File: config.mk
export PLATFORM = sky130hd
export DESIGN_NAME = alu_issue_ctrl
export DESIGN_NICKNAME = d
export VERILOG_FILES = /design/src/rtl/alu_issue_ctrl.sv
export SDC_FILE = /design/constraint.sdc
export NUM_CORES = 1
export LEC_CHECK = 0
export ABC_AREA = 1
export CAP_MARGIN = 20
export CELL_PAD_IN_SITES_DETAIL_PLACEMENT = 1
export CELL_PAD_IN_SITES_GLOBAL_PLACEMENT = 1
export CORE_ASPECT_RATIO = 0.6
export CORE_MARGIN = 1
export CORE_UTILIZATION = 28
export CTS_CLUSTER_SIZE = 25
export DETAILED_ROUTE_END_ITERATION = 10
export MAX_ROUTING_LAYER = met4
export PLACE_DENSITY = 0.75
export REMOVE_ABC_BUFFERS = 1
export SLEW_MARGIN = 40
export SYNTH_ARGS = -nofsm -noshare
export SYNTH_HDL_FRONTEND = slang
export SYNTH_SLANG_ARGS = --single-unit
File: constraint.sdc
create_clock -name clk -period 1.8 [get_ports clk]
set_input_delay 0.36 -clock clk [delete_from_list [all_inputs] [get_ports clk]]
set_output_delay 0.36 -clock clk [all_outputs]
set_load 0.05 [all_outputs]
File: src/rtl/alu_issue_ctrl.sv
// alu_issue_ctrl: sequential front-end for a 32-bit combinational ALU.
//
// Accepts MIPS R-type requests (funct + operands) on a valid/ready port and
// decodes funct to the 3-bit ALU op (op[2]=invert b / +1, op[1:0]=and/or/add/slt).
// The operands and op are registered onto the ALU. After one settle cycle the
// result and flags are captured. The response is then returned on a valid/ready port.
// SLT is completed here because the ALU's slt mux input is tied to 0.
//
// Optional feature: define ALU_TRAP_EN to turn signed overflow on add/sub into
// an error response. It is disabled by default.
//
// Ports:
//   clk, reset            clock, synchronous active-high reset
//   req_valid/req_ready   request handshake; req_funct, req_a (rs), req_b (rt)
//   alu_a/alu_b/alu_op    registered ALU inputs
//   alu_result/alu_cout/alu_zero/alu_set/alu_overflow   ALU outputs
//   rsp_valid/rsp_ready   response handshake; rsp_result, rsp_zero, rsp_ovf, rsp_err
//   ops_done              count of completed responses (wraps)
module alu_issue_ctrl #(
  parameter int unsigned       WIDTH      = 32,
  parameter logic [WIDTH-1:0]  ERR_RESULT = '0
) (
  input  logic             clk,
  input  logic             reset,
  input  logic             req_valid,
  output logic             req_ready,
  input  logic [5:0]       req_funct,
  input  logic [WIDTH-1:0] req_a,
  input  logic [WIDTH-1:0] req_b,
  output logic [WIDTH-1:0] alu_a,
  output logic [WIDTH-1:0] alu_b,
  output logic [2:0]       alu_op,
  input  logic [WIDTH-1:0] alu_result,
  input  logic             alu_cout,
  input  logic             alu_zero,
  input  logic             alu_set,
  input  logic             alu_overflow,
  output logic             rsp_valid,
  input  logic             rsp_ready,
  output logic [WIDTH-1:0] rsp_result,
  output logic             rsp_zero,
  output logic             rsp_ovf,
  output logic             rsp_err,
  output logic [15:0]      ops_done
);

  typedef enum logic [1:0] {StIdle, StExec, StResp} state_e;
  typedef enum logic [2:0] {KAnd, KOr, KAdd, KAddu, KSub, KSubu, KSlt, KIll} kind_e;

  state_e           state_q, state_d;
  kind_e            kind_q, kind_d;
  logic [WIDTH-1:0] alu_a_q, alu_a_d, alu_b_q, alu_b_d;
  logic [2:0]       alu_op_q, alu_op_d;
  logic [WIDTH-1:0] rsp_result_q, rsp_result_d;
  logic             rsp_zero_q, rsp_zero_d;
  logic             rsp_ovf_q, rsp_ovf_d;
  logic             rsp_err_q, rsp_err_d;
  logic [15:0]      ops_done_q, ops_done_d;

  // Decode of the incoming funct.
  kind_e            dec_kind;
  logic [2:0]       dec_op;

  // EXEC-cycle result formation.
  logic             sub_ovf;
  logic             ex_ovf;
  logic [WIDTH-1:0] ex_result;
  logic             ex_trap;

  // Carry-out is not reported; zero is recomputed from the final result.
  logic unused_flags;
  assign unused_flags = alu_cout ^ alu_zero;

  always_comb begin
    dec_kind = KIll;
    dec_op   = 3'b000;
    unique case (req_funct)
      6'b100100: begin dec_kind = KAnd;  dec_op = 3'b000; end
      6'b100101: begin dec_kind = KOr;   dec_op = 3'b001; end
      6'b100000: begin dec_kind = KAdd;  dec_op = 3'b010; end
      6'b100001: begin dec_kind = KAddu; dec_op = 3'b010; end
      6'b100010: begin dec_kind = KSub;  dec_op = 3'b110; end
      6'b100011: begin dec_kind = KSubu; dec_op = 3'b110; end
      6'b101010: begin dec_kind = KSlt;  dec_op = 3'b110; end
      default:   begin dec_kind = KIll;  dec_op = 3'b000; end
    endcase
  end

  always_comb begin
    // The ALU overflow looks at raw b31, which is wrong for a - b. Recompute it
    // from the operands and the adder sign bit (alu_set).
    sub_ovf = (alu_a_q[WIDTH-1] ^ alu_b_q[WIDTH-1]) & (alu_a_q[WIDTH-1] ^ alu_set);
    ex_ovf  = 1'b0;
    case (kind_q)
      KAdd, KAddu:       ex_ovf = alu_overflow;
      KSub, KSubu, KSlt: ex_ovf = sub_ovf;
      default:           ex_ovf = 1'b0;
    endcase
    // Signed less-than is the difference's sign corrected for overflow.
    if (kind_q == KSlt) begin
      ex_result = {{(WIDTH-1){1'b0}}, alu_set ^ ex_ovf};
    end else begin
      ex_result = alu_result;
    end
`ifdef ALU_TRAP_EN
    ex_trap = ex_ovf & ((kind_q == KAdd) | (kind_q == KSub));
`else
    ex_trap = 1'b0;
`endif
  end

  always_comb begin
    state_d      = state_q;
    kind_d       = kind_q;
    alu_a_d      = alu_a_q;
    alu_b_d      = alu_b_q;
    alu_op_d     = alu_op_q;
    rsp_result_d = rsp_result_q;
    rsp_zero_d   = rsp_zero_q;
    rsp_ovf_d    = rsp_ovf_q;
    rsp_err_d    = rsp_err_q;
    ops_done_d   = ops_done_q;
    req_ready    = 1'b0;
    rsp_valid    = 1'b0;

    unique case (state_q)
      StIdle: begin
        req_ready = 1'b1;
        if (req_valid) begin
          if (dec_kind == KIll) begin
            // Illegal funct bypasses the ALU and leaves its inputs untouched.
            rsp_result_d = ERR_RESULT;
            rsp_zero_d   = 1'b0;
            rsp_ovf_d    = 1'b0;
            rsp_err_d    = 1'b1;
            state_d      = StResp;
          end else begin
            alu_a_d  = req_a;
            alu_b_d  = req_b;
            alu_op_d = dec_op;
            kind_d   = dec_kind;
            state_d  = StExec;
          end
        end
      end
      StExec: begin
        rsp_ovf_d = ex_ovf;
        if (ex_trap) begin
          rsp_result_d = ERR_RESULT;
          rsp_zero_d   = 1'b0;
          rsp_err_d    = 1'b1;
        end else begin
          rsp_result_d = ex_result;
          rsp_zero_d   = (ex_result == '0);
          rsp_err_d    = 1'b0;
        end
        state_d = StResp;
      end
      StResp: begin
        rsp_valid = 1'b1;
        if (rsp_ready) begin
          ops_done_d = ops_done_q + 16'd1;
          state_d    = StIdle;
        end
      end
      default: state_d = StIdle;
    endcase
  end

  always_ff @(posedge clk) begin
    if (reset) begin
      state_q      <= StIdle;
      kind_q       <= KAnd;
      alu_a_q      <= '0;
      alu_b_q      <= '0;
      alu_op_q     <= 3'b000;
      rsp_result_q <= '0;
      rsp_zero_q   <= 1'b0;
      rsp_ovf_q    <= 1'b0;
      rsp_err_q    <= 1'b0;
      ops_done_q   <= 16'd0;
    end else begin
      state_q      <= state_d;
      kind_q       <= kind_d;
      alu_a_q      <= alu_a_d;
      alu_b_q      <= alu_b_d;
      alu_op_q     <= alu_op_d;
      rsp_result_q <= rsp_result_d;
      rsp_zero_q   <= rsp_zero_d;
      rsp_ovf_q    <= rsp_ovf_d;
      rsp_err_q    <= rsp_err_d;
      ops_done_q   <= ops_done_d;
    end
  end

  assign alu_a      = alu_a_q;
  assign alu_b      = alu_b_q;
  assign alu_op     = alu_op_q;
  assign rsp_result = rsp_result_q;
  assign rsp_zero   = rsp_zero_q;
  assign rsp_ovf    = rsp_ovf_q;
  assign rsp_err    = rsp_err_q;
  assign ops_done   = ops_done_q;

endmodule

==> Flow_metrics.wiki, run 1 <==
{| class="wikitable"
! Metric !! Value
|-
| Chip Height || 104 microns
|-
| VDD IR max || 539 uV
|-
| Flop pwr share || 38.4%
|-
| Post-Syn Area per Cell || 7.55 sq um
|-
| Max-slew headroom || 65.6%
|-
| Hold_ws || 0.464 ns
|-
| Switching component of the power || 1910 uW
|-
| Worst setup margin || 0.102 ns
|-
| Skew final || 0.0130 ns
|-
| Nature of the critical path endpoint || flop
|-
| Worst r2r path cells || 9
|-
| Initial DRC Count || 180
|-
| Ratio of final minimum period to clock period || 94.3%
|-
| Most common cell after layout, fill and taps aside || sky130_fd_sc_hd__nor2_1
|-
| Average routed wire per standard cell || 15.1 microns
|-
| Source-to-sink clock delay at the later pin of the worst-skew pair || 0.40 ns
|-
| Run status || finished clean
|-
| First-pass GRT wire length || 26.9 mm
|-
| Hold Crit Class || flop to flop
|-
| Congestion Overflow GR || 0
|-
| Highest clock rate || 589 MHz
|-
| Worst EP arrival || 2.02 ns
|-
| Slew at the pin with the worst max-slew slack || 0.516 ns
|-
| Syn Std Cell Area || 4880 sq um
|-
| Switching fraction of total power || 26.1%
|-
| Yosys warning count || 0
|-
| N_diodes || 0
|-
| # hold bufs at CTS || 0
|-
| GRT Total Usage || 19.5%
|-
| Required time at the worst-slack endpoint || 2.12 ns
|-
| Dominant synthesized flop cell || sky130_fd_sc_hd__dfxtp_1
|-
| Total CTS buffers || 17
|-
| Initial antenna violation count || 0
|-
| Launching element type of the critical path || flop
|-
| Vias in the first global route || 5067
|-
| Die width || 172 microns
|-
| Routed vias || 5113
|-
| Area enclosed by the die boundary || 18000 sq um
|-
| Final net count || 993
|-
| TritonCTS clock tree || built
|-
| Cell count after synthesis || 646
|-
| Maximum net fanout on the critical path || 48
|-
| DR pass1 iterations || 6
|-
| Total Negative Setup Slacks || 0 ns
|-
| Internal portion of total power || 5430 uW
|-
| Number of primary I/O pins || 230
|-
| Unique cell type count in the Yosys netlist || 29
|-
| Area after DPL || 7330 sq um
|-
| Pin count of the biggest net entering global routing || 50
|-
| Post-route minimum period || 1.70 ns
|-
| Part of the total power dissipated in combinational logic || 12.7%
|-
| Library cell occupying the most area in the post-synthesis netlist || sky130_fd_sc_hd__dfxtp_1
|-
| Number of port buffers || 227
|-
| Remaining design rule violation count || 0
|-
| Std cell rows || 36
|-
| # clock sinks || 123
|-
| Largest buffer count on any clock path || 2
|-
| Worst setup slack before clock tree synthesis || -0.197 ns
|-
| Half-perimeter wire length after placement || 12.3 mm
|-
| Power Density || 924 nW/um^2
|-
| Clock transition at path regs || 0.06 ns
|-
| Layout fillers || 1977
|-
| Top library cells by usage in the layout, fill and taps aside || sky130_fd_sc_hd__nor2_1, sky130_fd_sc_hd__buf_4, sky130_fd_sc_hd__dfxtp_1
|-
| Max_cap viols || 0
|-
| Setup violation total in the final timing report || 0
|-
| Root buffer cell || sky130_fd_sc_hd__clkbuf_16
|-
| Fraction of the yosys area taken by sequential cells || 50.5%
|-
| Count of flip-flops with a built-in enable after synthesis || 0
|-
| Synth top area cells || sky130_fd_sc_hd__dfxtp_1, sky130_fd_sc_hd__nor2_1, sky130_fd_sc_hd__o21ai_0
|-
| Number of synthesized register bits || 123
|-
| Area share of the largest cell type after synthesis || 50.5%
|-
| Placeable core area || 16600 sq um
|-
| Starting density of the core || 29.4%
|-
| Overall routed net length || 16.9 mm
|-
| Count of buffers added by post-CTS timing repair for setup || 0
|-
| Total number of H-tree levels || 4
|-
| Crit Path Class || flop to flop
|-
| Hold Path Stages || 2
|-
| Asr flop ratio synth || 0%
|-
| RSZ-0062 raised after global routing || false
|-
| Part of the total power dissipated in the clock network || 48.9%
|-
| Area growth from synthesis to final layout || 62.8%
|-
| Via density per instance || 4.55
|-
| Final Wtd Congestion || 0.771
|-
| Share of layout cells above drive strength 1 || 22.8%
|-
| Final number of max-transition violations || 0
|-
| P_leak || 0.00327 uW
|-
| Count of endpoints failing hold in the final timing report || 0
|-
| Routed Antenna Nets || 0
|-
| Final non-filler cell area || 7950 sq um
|}
[worst max-delay path: stages (launching register included)]
cell and delay [ns]:
sky130_fd_sc_hd__dfxtp_1 0.38, sky130_fd_sc_hd__nand3_1 0.14, sky130_fd_sc_hd__buf_12 0.20, sky130_fd_sc_hd__o21ai_0 0.13, sky130_fd_sc_hd__nand2_1 0.08, sky130_fd_sc_hd__nor2_1 0.28, sky130_fd_sc_hd__nand2_1 0.09, sky130_fd_sc_hd__nor2_1 0.12
sky130_fd_sc_hd__nand2_1 0.06, sky130_fd_sc_hd__a21oi_1 0.11
[kinds of logic after synthesis]
| logic type | Yosys count | synth area share [%] |
|---|---|---|
| adders and majority gates | 1 | 0.256 |
| AOI/OAI and AO/OA | 151 | 15.7 |
| xor gates and xnor gates | 2 | 0.359 |
| DFF | 123 | 50.5 |
| buffers and inverters | 76 | 6.46 |
| and+or+nand+nor | 293 | 26.7 |
[metrics by stage]
step | power [uW] | cells | util [%]
floorplan | 3290 | 605 | -
global placement | 3810 | 1091 | 44.1
detailed placement | 3820 | 1091 | 44.1
CTS | 7460 | 1123 | 47.8
global route | 7660 | 1123 | 47.8
finish | 7340 | 1123 | 47.8
[flip-flops by register name, indices dropped and copies added, names as in the netlist]
| register | cells |
|---|---|
| rsp_err | 1 |
| rsp_zero | 1 |
| rsp_ovf | 1 |
| rsp_result | 32 |
| alu_a | 32 |
| alu_b | 32 |
| kind_q | 3 |
| ops_done | 16 |
| state_q | 2 |
| alu_op | 3 |
[power groups by stage]
| stage | clock network, uW | registers (uW) | logic (uW) |
|---|---|---|---|
| after floorplan | 0 | 3090 | 208 |
| after global placement | 0 | 2880 | 928 |
| after detailed placement | 0 | 2880 | 937 |
| after CTS | 3700 | 2820 | 941 |
| after global routing | 3820 | 2830 | 1000 |
| final | 3590 | 2820 | 931 |
[layer usage]
layer / part of all wire (%) / vias to the layer above / track usage [%]
met5: 0 / - / -
met4: 0.31 / 0 / 3.79
met3: 6.7 / 4 / 5.78
met2: 42 / 128 / 28.8
met1: 50 / 2366 / 26.1
li1: - / 2615 / -
[cell usage after synthesis, types with 2 or more instances]
library cell and instances:
sky130_fd_sc_hd__nor3_1 4, sky130_fd_sc_hd__buf_4 2, sky130_fd_sc_hd__nand2_1 47, sky130_fd_sc_hd__nand3_2 2, sky130_fd_sc_hd__nor2_4 3, sky130_fd_sc_hd__nand3_1 79, sky130_fd_sc_hd__nor2_1 145, sky130_fd_sc_hd__o21ai_0 91
sky130_fd_sc_hd__buf_2 12, sky130_fd_sc_hd__dfxtp_1 123, sky130_fd_sc_hd__or2_2 2, sky130_fd_sc_hd__a21oi_1 56, sky130_fd_sc_hd__clkbuf_1 26, sky130_fd_sc_hd__nor3b_1 2, sky130_fd_sc_hd__inv_2 5, sky130_fd_sc_hd__nand4_1 2
sky130_fd_sc_hd__nand4_2 2, sky130_fd_sc_hd__nor2_2 2, sky130_fd_sc_hd__o211a_1 2, sky130_fd_sc_hd__inv_1 30
[final timing paths]
path / from / end / slack [ns]
max reg2reg: kind_q[1] / rsp_zero / 0.10
min: alu_op[2] / alu_op[2] / 0.46
max: kind_q[1] / rsp_zero / 0.10
min reg2reg: alu_op[2] / alu_op[2] / 0.46
[area by class of cell]
class	instances	area [sq um]	share of cell area, %
timing repair buffer	258	2350	29.6
clock buffer	18	429	5.40
multi-input combinational	447	2100	26.5
sequential	123	2460	31.0
clock inverter	14	184	2.31
tap	228	285	3.59
inverter	35	131	1.65
[what timing repair did]
action	CTS	global route
gates resized for setup	0	1
endpoints found under the setup margin	0	1
hold endpoints to repair	0	0
No activity file was read; power rests on OpenSTA's default activity.
==> inputs of run 2 (changes only) <==
--- a/config.mk
+++ b/config.mk
@@ -5,18 +5,18 @@
 export SDC_FILE = /design/constraint.sdc
 export NUM_CORES = 1
 export LEC_CHECK = 0
-export ABC_AREA = 1
 export CAP_MARGIN = 20
 export CELL_PAD_IN_SITES_DETAIL_PLACEMENT = 1
 export CELL_PAD_IN_SITES_GLOBAL_PLACEMENT = 1
 export CORE_ASPECT_RATIO = 0.6
 export CORE_MARGIN = 1
-export CORE_UTILIZATION = 28
+export CORE_UTILIZATION = 29
 export CTS_CLUSTER_SIZE = 25
 export DETAILED_ROUTE_END_ITERATION = 10
 export MAX_ROUTING_LAYER = met4
 export PLACE_DENSITY = 0.75
 export REMOVE_ABC_BUFFERS = 1
+export SETUP_SLACK_MARGIN = 0.2
 export SLEW_MARGIN = 40
 export SYNTH_ARGS = -nofsm -noshare
 export SYNTH_HDL_FRONTEND = slang
==> run 2 against run 1 <==
  * Clock power is 5% lower
  * Critical path depth stayed put
  * Sequential cell count stayed put
  * Critical path type is now input port to flop
  * Critical endpoint is now alu_a[14]
  * Largest power group unchanged
  * Highest routed layer unchanged
==> Flow_metrics.wiki, run 2 <==
{| class="wikitable"
! Metric !! Value
|-
| Worst EP arrival || 1.95 ns (-0.07 ns)
|-
| Placeable core area || 16600 sq um (-0.27%)
|-
| Unique cell type count in the Yosys netlist || 52 (+79%)
|-
| Met3 routed WL || 1.17 mm (+3.1%)
|-
| Starting density of the core || 30.4% (+1.0 points)
|-
| Post-layout total power || 7620 uW (+3.7%)
|-
| Slew at the pin with the worst max-slew slack || 0.341 ns (-0.175 ns)
|-
| Count of endpoints failing hold in the final timing report || 0 (unchanged)
|-
| # hold bufs at CTS || 0 (unchanged)
|-
| Half-perimeter wire length after placement || 12.8 mm (+4.1%)
|-
| Required time at the worst-slack endpoint || 2.14 ns (+0.02 ns)
|-
| Max-slew headroom || 77.1% (+11 points)
|-
| Overall routed net length || 20.3 mm (+20%)
|-
| R2R Path Start || ops_done[10]
|-
| Post-Syn Area per Cell || 8.53 sq um (+13%)
|-
| Worst setup slack before clock tree synthesis || -0.312 ns (-0.115 ns)
|-
| Total number of H-tree levels || 4 (unchanged)
|-
| Remaining design rule violation count || 0 (unchanged)
|-
| Die width || 172 microns (-0.20%)
|-
| Asr flop ratio synth || 0% (unchanged)
|-
| Most common library cells after synthesis || sky130_fd_sc_hd__nand2_1, sky130_fd_sc_hd__dfxtp_1, sky130_fd_sc_hd__a21oi_1, sky130_fd_sc_hd__inv_1, sky130_fd_sc_hd__a211oi_2
|-
| Area enclosed by the die boundary || 17900 sq um (-0.40%)
|-
| Vias in the first global route || 5352 (+5.6%)
|-
| Max_cap viols || 0 (unchanged)
|-
| Final Non-Filler Cells || 1107 (-1.4%)
|-
| Source-to-sink clock delay at the later pin of the worst-skew pair || 0.42 ns (+0.02 ns)
|-
| Total instance count after detailed placement || 1045 (-4.2%)
|-
| Footprint of the multi-input gates || 2720 sq um (+30%)
|-
| Routed Antenna Nets || 0 (unchanged)
|-
| Run status || finished clean
|-
| Maximum net fanout on the critical path || 22 (-54%)
|-
| RSZ-0062 raised after global routing || true
|-
| Via density per instance || 4.77 (+4.8%)
|-
| Yosys warning count || 0 (unchanged)
|-
| Final number of max-transition violations || 0 (unchanged)
|-
| Hold Crit Class || input port to flop
|-
| Share of layout cells above drive strength 1 || 41.3% (+18 points)
|-
| Worst hold path endpoint || ops_done[1]
|-
| Initial antenna violation count || 2 (+2)
|-
| Top library cells by usage in the layout, fill and taps aside || sky130_fd_sc_hd__buf_4, sky130_fd_sc_hd__dfxtp_1, sky130_fd_sc_hd__nand2_1
|-
| Clock transition at path regs || 0.06 ns (about the same)
|-
| Sequential cell area || 2480 sq um (+0.81%)
|-
| Count of flip-flops with a built-in enable after synthesis || 0 (unchanged)
|-
| First-pass GRT wire length || 28.1 mm (+4.4%)
|-
| Most common cell after layout, fill and taps aside || sky130_fd_sc_hd__buf_4
|-
| TritonCTS clock tree || built
|-
| # clock sinks || 123 (unchanged)
|-
| Hold Startpoint || rsp_ready
|-
| Pin count of the biggest net entering global routing || 45 (-10%)
|-
| DR pass1 iterations || 4 (-2)
|-
| GRT Total Usage || 20.7% (+1.2 points)
|-
| Metal2 WL || 9.37 mm (+30%)
|-
| Routed vias || 5284 (+3.3%)
|-
| VDD IR max || 589 uV (+9.3%)
|-
| Root buffer cell || sky130_fd_sc_hd__clkbuf_16
|-
| Fraction of the yosys area taken by sequential cells || 48.9% (-1.5 points)
|-
| Launching element type of the critical path || input port
|-
| Area share of the largest cell type after synthesis || 48.9% (-1.5 points)
|-
| Top sig layer || met4
|-
| Worst r2r path cells || 5 (-4)
|-
| Std cell rows || 36 (unchanged)
|-
| Hold Path Stages || 4 (+2)
|-
| Nature of the critical path endpoint || flop
|-
| Skew final || 0.0129 ns (-0.000139 ns)
|-
| Final net count || 975 (-1.8%)
|-
| Post-route minimum period || 1.61 ns (-0.0877 ns)
|-
| Highest clock rate || 621 MHz (+5.4%)
|-
| Dominant synthesized flop cell || sky130_fd_sc_hd__dfxtp_1
|-
| Chip Height || 104 microns (-0.20%)
|-
| Worst setup margin || 0.189 ns (+0.0877 ns)
|-
| Synth top area cells || sky130_fd_sc_hd__dfxtp_1, sky130_fd_sc_hd__nand2_1, sky130_fd_sc_hd__a21oi_1
|-
| Met1 Wirelength || 9.41 mm (+10%)
|-
| Cell count after synthesis || 590 (-8.7%)
|-
| Setup violation total in the final timing report || 0 (unchanged)
|-
| Number of primary I/O pins || 230 (unchanged)
|-
| Largest buffer count on any clock path || 2 (unchanged)
|-
| P_leak || 0.00377 uW (+16%)
|-
| Average routed wire per standard cell || 18.3 microns (+21%)
|-
| Ratio of final minimum period to clock period || 89.5% (-4.9 points)
|-
| Crit Path Class || input port to flop
|-
| Final cell utilization of the core || 55.1% (+7.3 points)
|-
| Number of synthesized register bits || 123 (unchanged)
|-
| Final Wtd Congestion || 0.785 (+1.9%)
|-
| Layout fillers || 1875 (-5.2%)
|-
| Power Density || 835 nW/um^2 (-9.7%)
|-
| End of the worst register-to-register path || ops_done[14]
|-
| R2R Setup Slk || 0.20 ns (+0.10 ns)
|-
| Most frequent cell after synthesis || sky130_fd_sc_hd__nand2_1
|-
| Library cell occupying the most area in the post-synthesis netlist || sky130_fd_sc_hd__dfxtp_1
|-
| Syn Std Cell Area || 5030 sq um (+3.2%)
|-
| Area growth from synthesis to final layout || 81.4%
|-
| Total CTS buffers || 17 (unchanged)
|-
| Number of port buffers || 227 (unchanged)
|-
| Initial DRC Count || 187 (+3.9%)
|-
| Congestion Overflow GR || 0 (unchanged)
|-
| Hold_ws || 0.451 ns (-0.0136 ns)
|}
## run 2: cell count changes after synthesis, sizes merged, moves of 13 or more
| cell | change |
|---|---|
| a211oi | +33 |
| nor4 | +13 |
| nand3 | -74 |
| o21ai | -90 |
| nand2 | +96 |
| a21oi | +48 |
| nor2 | -131 |
## run 2: power by group
group	leakage, uW	switching [uW]	internal [uW]
Clock	0.000280	1320	2080
Sequential	0.00100	58.3	2810
Combinational	0.00249	762	577
Total	0.00377	2140	5480
## run 2: critical path, stage by stage
cell	delay [ns]
sky130_fd_sc_hd__dlygate4sd2_1	0.27
sky130_fd_sc_hd__buf_4	0.17
sky130_fd_sc_hd__nor2b_2	0.15
sky130_fd_sc_hd__buf_4	0.13
sky130_fd_sc_hd__o2111ai_4	0.26
sky130_fd_sc_hd__buf_12	0.19
sky130_fd_sc_hd__buf_12	0.16
sky130_fd_sc_hd__nand2_1	0.07
sky130_fd_sc_hd__a21oi_1	0.16
## run 2: layout make-up
class	instances	share of cell area (%)
clock buffer	19	4.85
inverter	41	1.69
timing repair buffer	295	31.7
multi-input combinational	386	29.8
clock inverter	13	1.59
tap	228	3.12
sequential	123	27.2
antenna	2	0.0548
## run 2: metal layers
layer | track usage [%] | vias up
li1 | - | 2563
met1 | 25.1 | 2538
met2 | 32.9 | 159
met5 | - | -
met4 | 6.64 | 0
met3 | 6.01 | 24
## run 2: worst max-delay path by stage
| stage | from | end | slack [ns] | depth (start not counted) |
|---|---|---|---|---|
| 2_1_floorplan | state_q[1] | rsp_result[1] | -1.19 | 3 |
| 3_3_place_gp | req_funct[0] | rsp_result[0] | -0.28 | 6 |
| 3_5_place_dp | req_funct[1] | alu_a[18] | -0.31 | 8 |
| 4_1_cts | ops_done[1] | ops_done[14] | 0.17 | 5 |
| 5_1_grt | state_q[1] | alu_b[12] | 0.10 | 7 |
| 6_report | req_funct[1] | alu_a[14] | 0.19 | 9 |
## run 2: cells by family (layout without fill, tap and decap cells)
kind of cell,count (synthesis),in the layout,share of synthesized area (%)
xor gates and xnor gates,10,10,1.74
DFF,123,123,48.9
buffers and inverters,81,368,6.94
muxes,3,3,0.746
AOI/OAI and AO/OA,155,155,21.4
other,0,2,0
adders and majority gates,2,2,0.447
and+or+nand+nor,216,216,19.8
## run 2: metrics by stage
| step | TNS [ns] | area, sq um |
|---|---|---|
| 2_1_floorplan | -69.41 | 4840 |
| 3_3_place_gp | -22.83 | 7530 |
| 3_5_place_dp | -27.18 | 7530 |
| 4_1_cts | 0 | 8350 |
| 5_1_grt | 0 | 9130 |
| 6_report | 0 | 9130 |
## run 2: what timing repair did
action                     in CTS  in global routing
pin swaps                       4                 49
gates cloned                    3                 12
setup buffers                   8                  5
setup endpoints to repair      81                106
gates resized for setup        17                140
